**config.mk**
```make
export PLATFORM = sky130hd
export DESIGN_NAME = mem_wb_stage
export DESIGN_NICKNAME = d
export VERILOG_FILES = /design/src/rtl/mips_pkg.sv /design/src/rtl/load_align.sv /design/src/rtl/mem_wb_stage.sv
export SDC_FILE = /design/constraint.sdc
export NUM_CORES = 1
export LEC_CHECK = 0
export CORE_ASPECT_RATIO = 1.75
export CORE_MARGIN = 2
export CORE_UTILIZATION = 39
export DETAILED_ROUTE_END_ITERATION = 7
export GPL_ROUTABILITY_DRIVEN = 1
export PLACE_DENSITY = 0.71
export SLEW_MARGIN = 10
export SYNTH_ARGS = -nofsm -noshare
export SYNTH_HDL_FRONTEND = slang
export SYNTH_SLANG_ARGS = --single-unit
```
**constraint.sdc**
```tcl
create_clock -name clock__i -period 2.25 [get_ports clock__i]
set_input_delay 0.45 -clock clock__i [delete_from_list [all_inputs] [get_ports clock__i]]
set_output_delay 0.45 -clock clock__i [all_outputs]
set_load 0.02 [all_outputs]
```
**src/rtl/mips_pkg.sv**
```systemverilog
// Shared types and constants for the MIPS core pipeline stages.
package mips_pkg;

    localparam int unsigned WORD_W      = 32;
    localparam logic [4:0]  REG_ZERO    = 5'd0;
    localparam int unsigned LINK_OFFSET = 4;

    // Encoding 2'b11 is reserved and handled as a word load.
    typedef enum logic [1:0] {
        LS_BYTE = 2'b00,
        LS_HALF = 2'b01,
        LS_WORD = 2'b10
    } load_size_t;

endpackage

```
**src/rtl/load_align.sv**
```systemverilog
// Combinational load-data lane selection and extension, with misalignment detection.
module load_align
    import mips_pkg::*;
#(
    parameter bit BIG_ENDIAN = 1'b1
) (
    input  logic [WORD_W-1:0] mem_data,
    input  logic [1:0]        byte_offset,
    input  logic [1:0]        load_size,
    input  logic              load_signed,
    output logic [WORD_W-1:0] data,
    output logic              misaligned
);

    logic [4:0]  byte_shift;
    logic [4:0]  half_shift;
    logic [7:0]  byte_lane;
    logic [15:0] half_lane;

    always_comb begin
        // Big-endian puts offset 0 in the top lane, so the shift uses the inverted offset.
        byte_shift = BIG_ENDIAN ? {~byte_offset, 3'b000} : {byte_offset, 3'b000};
        half_shift = BIG_ENDIAN ? {~byte_offset[1], 4'b0000} : {byte_offset[1], 4'b0000};
        byte_lane  = 8'(mem_data >> byte_shift);
        half_lane  = 16'(mem_data >> half_shift);
        data       = mem_data;
        misaligned = 1'b0;
        case (load_size)
            LS_BYTE: data = {{(WORD_W-8){load_signed & byte_lane[7]}}, byte_lane};
            LS_HALF: begin
                data       = {{(WORD_W-16){load_signed & half_lane[15]}}, half_lane};
                misaligned = byte_offset[0];
            end
            default: misaligned = (byte_offset != 2'b00);
        endcase
    end

endmodule

```
**src/rtl/mem_wb_stage.sv**
```systemverilog
// MEM/WB pipeline register: captures memory results, selects writeback data,
// drives the register-file write port and counts retired instructions.
module mem_wb_stage
    import mips_pkg::*;
#(
    parameter int unsigned COUNT_WIDTH = 32,
    parameter bit          BIG_ENDIAN  = 1'b1
) (
    input  logic                   clock__i,
    input  logic                   reset_n__i,
    input  logic                   Stall__i,
    input  logic                   Flush__i,
    input  logic                   Valid__i,
    input  logic                   RegWrite__i,
    input  logic                   MemToReg__i,
    input  logic                   Link__i,
    input  logic [1:0]             LoadSize__i,
    input  logic                   LoadSigned__i,
    input  logic [1:0]             ByteOffset__i,
    input  logic [4:0]             AddrRd__i,
    input  logic [31:0]            AluResult__i,
    input  logic [31:0]            MemData__i,
    input  logic [31:0]            Pc4__i,
    output logic                   RegWrite__o,
    output logic [4:0]             AddrRd__o,
    output logic [31:0]            DataRd__o,
    output logic                   Valid__o,
    output logic                   Misaligned__o,
    output logic [COUNT_WIDTH-1:0] RetireCount__o
);

    logic [WORD_W-1:0] load_data;
    logic              load_mis;
    logic              mis;
    logic [WORD_W-1:0] wb_data;

    load_align #(.BIG_ENDIAN(BIG_ENDIAN)) u_load_align (
        .mem_data    (MemData__i),
        .byte_offset (ByteOffset__i),
        .load_size   (LoadSize__i),
        .load_signed (LoadSigned__i),
        .data        (load_data),
        .misaligned  (load_mis)
    );

    always_comb begin
        mis = Valid__i & MemToReg__i & load_mis;
        if (Link__i)
            wb_data = Pc4__i + WORD_W'(LINK_OFFSET);
        else if (MemToReg__i)
            wb_data = load_data;
        else
            wb_data = AluResult__i;
    end

    always_ff @(posedge clock__i or negedge reset_n__i) begin
        if (!reset_n__i) begin
            RegWrite__o    <= 1'b0;
            AddrRd__o      <= '0;
            DataRd__o      <= '0;
            Valid__o       <= 1'b0;
            Misaligned__o  <= 1'b0;
            RetireCount__o <= '0;
        end else if (Flush__i) begin
            RegWrite__o   <= 1'b0;
            AddrRd__o     <= '0;
            DataRd__o     <= '0;
            Valid__o      <= 1'b0;
            Misaligned__o <= 1'b0;
        end else if (Stall__i) begin
            Misaligned__o <= 1'b0;
        end else begin
            Valid__o      <= Valid__i;
            AddrRd__o     <= AddrRd__i;
            DataRd__o     <= wb_data;
            RegWrite__o   <= Valid__i & RegWrite__i & (AddrRd__i != REG_ZERO) & ~mis;
            Misaligned__o <= mis;
            if (Valid__i & ~mis)
                RetireCount__o <= RetireCount__o + COUNT_WIDTH'(1);
        end
    end

endmodule

```
==> results.sh, run 1 <==
export IMPL_crit_type="input pin to flop"
export IMPL_routed_via_density=5.63
export IMPL_status="complete, no violations"
export IMPL_layout_common_cells="clkdlybuf4s50_1 (183), buf_4 (94), dfrtp_1 (72), nand2_1 (34), xor2_1 (32)"
export IMPL_layout_commonest_cell="clkdlybuf4s50_1"
export IMPL_cts_hold_buf=0
export IMPL_synthDominantCellAreaShare_pct=37.2
export IMPL_start_kind="input pin"
export IMPL_placed_cell_area_um2=7500
export IMPL_syn_instance_count=540
export IMPL_yosysUniqueCellTypes=64
export IMPL_final_area_um2=7820
export IMPL_fin_nets=913
export IMPL_finalWirelength_um=21700
export IMPL_ys_warn_count=0
export IMPL_arrival_ps=2400
export IMPL_path_clk_slew_ps=70
export IMPL_p_int_uw=2830
export IMPL_synthFlopType="dfrtp_1"
export IMPL_cts_sinks=72
export IMPL_async_flop_share_pct=100
export IMPL_end_kind="flop"
export IMPL_dp_hpwl_um=17100
export IMPL_switchingPower_uw=1270
export IMPL_ioPinCount=186
export IMPL_port_buffers=185
export IMPL_grt_antenna_before_repair=0
export IMPL_ys_seq_area_share_pct=37.2
export IMPL_setup_viol=0
export IMPL_drc_errors=0
export IMPL_p_leak_uw=0.00326
export IMPL_relSlewSlack_pct=44.6
export IMPL_power_frac_comb_pct=27.9
export IMPL_numCtsBuffers=9
export IMPL_pre_cts_slack_ps=-322
export IMPL_p_per_area_nw_per_um2=524
export IMPL_critical_path_max_fanout=6
export IMPL_final_layout_size_suffix_gt1_share_pct=17.1
export IMPL_min_path_type="input pin to asynchronous set/reset pin"
export IMPL_ys_seq_elements=72
export IMPL_root_buffer="clkbuf_16"
export IMPL_period_minus_slack_ps=2190
export IMPL_pwr_share_seq_pct=36.1
export IMPL_min_period_over_period_pct=97.6
export IMPL_worstMarginPinSlew_ps=829
export IMPL_dr_first_iter_drc_count=375
export IMPL_rsz0062_at_grt="no"
export IMPL_area_growth_pct=61.3
export IMPL_worst_ep_required_time_ps=2450
export IMPL_cap_violations=0
export IMPL_power_uw=4100
export IMPL_antennaDiodeCount=0
export IMPL_ys_top_cells_by_area="dfrtp_1 (37%), xor2_1 (5.8%), xnor2_1 (4.5%), a21oi_1 (3.2%), nand3_1 (2.7%)"
export IMPL_power_frac_clock_pct=36.0
export IMPL_synth_top_area_cell="dfrtp_1"
export IMPL_clockBufferDepth=2
export IMPL_syn_area_um2=4850
export IMPL_finalWorstSetupSlack_ps=55.1
export IMPL_ir_worst_vdd_mv=0.438
export IMPL_gp_congestion=0.959
export IMPL_grt_max_degree=73
export IMPL_syn_num_nets=656
export IMPL_tritoncts="built"
export IMPL_rows=53
export IMPL_postRouteAntennaNets=0
export IMPL_synth_edf_count=0
export IMPL_grt_use_total_pct=32.8
export IMPL_p_sw_share_pct=31.0
export IMPL_cts_htree_levels=3
export IMPL_die_area_um2=13400
export IMPL_reg2reg_depth=5
export IMPL_vias=5445
export IMPL_fmax_mhz=456
export IMPL_hold_slack_ps=125
export IMPL_cts_resized=0
export IMPL_drt_first_pass_iters=4
export IMPL_core_area_um2=12100
export IMPL_skew_ps=13.4
export IMPL_grt_pass1_wl_um=32600
export IMPL_clk_latency_ps=340
export IMPL_die_w_um=88.3
export IMPL_cts_setup_buffers=0
export IMPL_maxSlewViolCount=0
export IMPL_syn_avg_cell_area_um2=8.98
export IMPL_dieHeight_um=152
export IMPL_initial_core_util_pct=40.2
export IMPL_avgRoutedWirePerCell_um=22.5
export IMPL_grt_pass1_vias=5740
export IMPL_hold_viol=0
export IMPL_overflow=0
routing by layer:
metal  GRT usage [%]  up-vias  part of all wire, %
li1                -     2508                    -
met1            38.6     2639                   38
met2            58.3      246                   52
met3            5.69       52                  6.7
met4            12.5        0                  3.8
met5               0        -                    0
cell type report:
type                    count  area (um2)
fillers                  1082        4250
multi-input cells         412        2860
repair buffers            280        2570
flip-flops and latches     72        1800
clock buffers              10         229
well taps                 165         206
inverters                  22        82.6
clock inverters             6        67.6
synth_stat cells (all sizes together), types with 4 or more instances:
master and n:
dfrtp 72, nand2 34, xor2 32, a21oi 31, nor2 29, clkbuf 28, nand3 27, xnor2 25
inv 22, nor3 21, nand2b 20, o21ai 19, nand4 18, nor2b 17, nor4 15, a221oi 13
a2111oi 11, mux2 9, mux2i 8, a22oi 7, a32o 6, buf 6, a21o 5, a211oi 4
a21boi 4, a31oi 4, a32oi 4, and3 4, and4 4, o221ai 4, or2 4
cell families (layout without fill, tap and decap cells):
| kind of cell | Yosys count | after routing | synth area share [%] |
|---|---|---|---|
| and+or+nand+nor | 206 | 206 | 24.4 |
| muxes | 17 | 17 | 3.74 |
| AOI/OAI and AO/OA | 130 | 130 | 19.6 |
| adders and majority gates | 2 | 2 | 0.516 |
| buffers and inverters | 56 | 318 | 4.39 |
| DFF | 72 | 72 | 37.2 |
| xor gates and xnor gates | 57 | 57 | 10.3 |
sequential cells by signal (all words and copies together) (netlist names):
name / flops
AddrRd__o: 5
DataRd__o: 32
Misaligned__o: 1
RegWrite__o: 1
RetireCount__o: 32
Valid__o: 1
worst paths after layout:
check                                          startpoint                        endpoint  slack, ps
min                                            reset_n__i       DataRd__o[27]$_DFFE_PN0P_        130
min in group clock__i      RetireCount__o[31]$_DFFE_PN0P_  RetireCount__o[31]$_DFFE_PN0P_        470
min reg2reg                RetireCount__o[31]$_DFFE_PN0P_  RetireCount__o[31]$_DFFE_PN0P_        470
max reg2reg                 RetireCount__o[3]$_DFFE_PN0P_  RetireCount__o[19]$_DFFE_PN0P_        200
max                                            Pc4__i[13]       DataRd__o[30]$_DFFE_PN0P_         60
max in group asynchronous                      reset_n__i        DataRd__o[6]$_DFFE_PN0P_       1760
stage by stage:
stage	cells	TNS, ps	utilization [%]
floorplan	540	0	-
detailed placement	951	-6680	62.1
global route	967	0	64.8
global placement	951	-5250	62.1
finish	967	0	64.8
CTS	967	0	64.6
power by group through the flow:
| stage | clock network, uW | registers (uW) | logic, uW |
|---|---|---|---|
| after floorplan | 0 | 1580 | 343 |
| final | 1480 | 1480 | 1140 |
| after detailed placement | 0 | 1500 | 1130 |
| after global placement | 0 | 1490 | 1120 |
| after global routing | 1540 | 1490 | 1220 |
| after CTS | 1490 | 1470 | 1140 |
critical path, cell delays in order:
cell	delay [ps]
clkdlybuf4s50_1	550
nand3_2	160
nor4_4	290
buf_4	210
nand4_1	160
xor2_1	180
a2111oi_1	400
No activity file was read; power rests on OpenSTA's default activity.
==> run 2: changes to the inputs <==
--- a/config.mk
+++ b/config.mk
@@ -5,8 +5,9 @@
 export SDC_FILE = /design/constraint.sdc
 export NUM_CORES = 1
 export LEC_CHECK = 0
+export CAP_MARGIN = 15
 export CORE_ASPECT_RATIO = 1.75
-export CORE_MARGIN = 2
+export CORE_MARGIN = 3
 export CORE_UTILIZATION = 39
 export DETAILED_ROUTE_END_ITERATION = 7
 export GPL_ROUTABILITY_DRIVEN = 1
==> results.sh, run 2 (synthesis gave the netlist of run 1 again) <==
export IMPL_reg2reg_depth=5
export IMPL_cts_htree_levels=3
export IMPL_postRouteAntennaNets=0
export IMPL_critPathTopFamily="simple AND/OR/NAND/NOR gates"
export IMPL_final_area_um2=7900
export IMPL_dp_hpwl_um=17200
export IMPL_min_path_type="input pin to asynchronous set/reset pin"
export IMPL_die_w_um=90.3
export IMPL_worst_ep_required_time_ps=2470
export IMPL_ir_worst_vdd_mv=0.465
export IMPL_clockBufferDepth=2
export IMPL_fin_nets=917
export IMPL_layout_commonest_cell="clkdlybuf4s50_1"
export IMPL_arrival_ps=2340
export IMPL_worstPathCellList="clkdlybuf4s50_1 -> ha_1 -> nand3_1 -> or2_1 -> nor4_2 -> xnor2_1 -> a2111oi_1"
export IMPL_grt_use_total_pct=30.9
export IMPL_cp_num_buf_inv=1
export IMPL_grt_max_degree=44
export IMPL_drt_first_pass_iters=5
export IMPL_layout_common_cells="clkdlybuf4s50_1 (183), buf_4 (97), dfrtp_1 (72), nand2_1 (34), xor2_1 (32)"
export IMPL_cts_sinks=72
export IMPL_root_buffer="clkbuf_16"
export IMPL_crit_type="input pin to flop"
export IMPL_critical_path_max_fanout=2
export IMPL_numCtsBuffers=9
export IMPL_vias=5512
export IMPL_clk_latency_ps=340
export IMPL_overflow=0
export IMPL_finalNonFillerCells=971
export IMPL_dp_cells=954
export IMPL_die_area_um2=13900
export IMPL_placed_cell_area_um2=7540
export IMPL_hold_viol=0
export IMPL_cpPeakStageDelay_ps=510
export IMPL_grt_pass1_vias=5847
export IMPL_biggestRegsByFlops="DataRd__o (32), RetireCount__o (32), AddrRd__o (5)"
export IMPL_period_minus_slack_ps=2120
export IMPL_r2r_start="RetireCount__o[3]$_DFFE_PN0P_"
export IMPL_grt_antenna_before_repair=0
export IMPL_dr_first_iter_drc_count=373
export IMPL_finalWirelength_um=21600
export IMPL_relSlewSlack_pct=51.9
export IMPL_rows=53
export IMPL_tritoncts="built"
export IMPL_r2r_end="RetireCount__o[16]$_DFFE_PN0P_"
export IMPL_gp_congestion=0.941
export IMPL_core_area_um2=12100
export IMPL_final_layout_size_suffix_gt1_share_pct=17.9
export IMPL_min_period_over_period_pct=94.4
export IMPL_avgRoutedWirePerCell_um=22.2
export IMPL_rsz0062_at_grt="no"
export IMPL_status="complete, no violations"
export IMPL_start_kind="input pin"
export IMPL_ff2ff_setup_slack_ps=230
export IMPL_routed_via_density=5.68
export IMPL_maxSlewViolCount=0
export IMPL_antennaDiodeCount=0
export IMPL_area_growth_pct=62.8
export IMPL_fillerInstances=1057
export IMPL_cts_hold_buf=0
export IMPL_ioPinCount=186
export IMPL_dieHeight_um=154
export IMPL_drc_errors=0
export IMPL_crit_slowest_cell="clkdlybuf4s50_1"
export IMPL_worstMarginPinSlew_ps=720
export IMPL_grt_pass1_wl_um=33200
export IMPL_p_leak_uw=0.00330
export IMPL_hold_slack_ps=60.2
export IMPL_skew_ps=9.30
export IMPL_power_uw=4140
export IMPL_setup_viol=0
export IMPL_fmax_mhz=471
export IMPL_p_per_area_nw_per_um2=524
export IMPL_path_clk_slew_ps=60
export IMPL_port_buffers=185
export IMPL_end_kind="flop"
export IMPL_cap_violations=0
export IMPL_initial_core_util_pct=40.2
## run 2: cell count changes in the layout (fill, tap and decap cells not counted), sizes merged
cell,delta
clkinvlp,-1
inv,+2
buf,+4
clkinv,-1
## run 2: how the worst max path moves through the flow
stage	startpoint	to	cells after the start
finish	Pc4__i[2]	DataRd__o[22]$_DFFE_PN0P_	7
global route	Pc4__i[2]	DataRd__o[22]$_DFFE_PN0P_	7
CTS	Pc4__i[2]	DataRd__o[20]$_DFFE_PN0P_	8
detailed placement	Pc4__i[2]	DataRd__o[20]$_DFFE_PN0P_	8
global placement	ByteOffset__i[1]	RetireCount__o[21]$_DFFE_PN0P_	8
floorplan	ByteOffset__i[1]	DataRd__o[25]$_DFFE_PN0P_	6
## run 2: repair_timing
item	4_1_cts	5_1_grt
resized for setup	0	9
setup buffers	0	1
setup endpoints to repair	0	17
## run 2: through the flow
step	setup TNS, ps	setup WS [ps]	util (%)
floorplan	0	320	-
global placement	-4260	-206	62.4
detailed placement	-6540	-260	62.4
CTS	0	81.8	65.0
global route	0	8.91	65.4
finish	0	126	65.4
## run 2: area by class of cell
cell class,instances,area (um2),share of cell area [%]
timing repair buffer,284,2620,33.2
inverter,22,82.6,1.05
clock inverter,6,72.6,0.919
sequential,72,1800,22.8
tap,165,206,2.61
clock buffer,10,239,3.03
multi-input combinational,412,2870,36.4
## run 2: report_power, final
group	leakage [uW]	internal [uW]	switching (uW)	total, uW
Clock	0.000150	903	603	1510
Combinational	0.00222	589	568	1160
Sequential	0.000931	1380	96.5	1480
## run 2: layer usage
layer  global-route usage, %  part of all wire (%)  up-vias
li1                        -                     -     2520
met4                    11.5                   3.7        0
met2                    55.9                    51      307
met1                    35.5                    38     2634
met5                       0                     0        -
met3                    6.36                   6.5       51
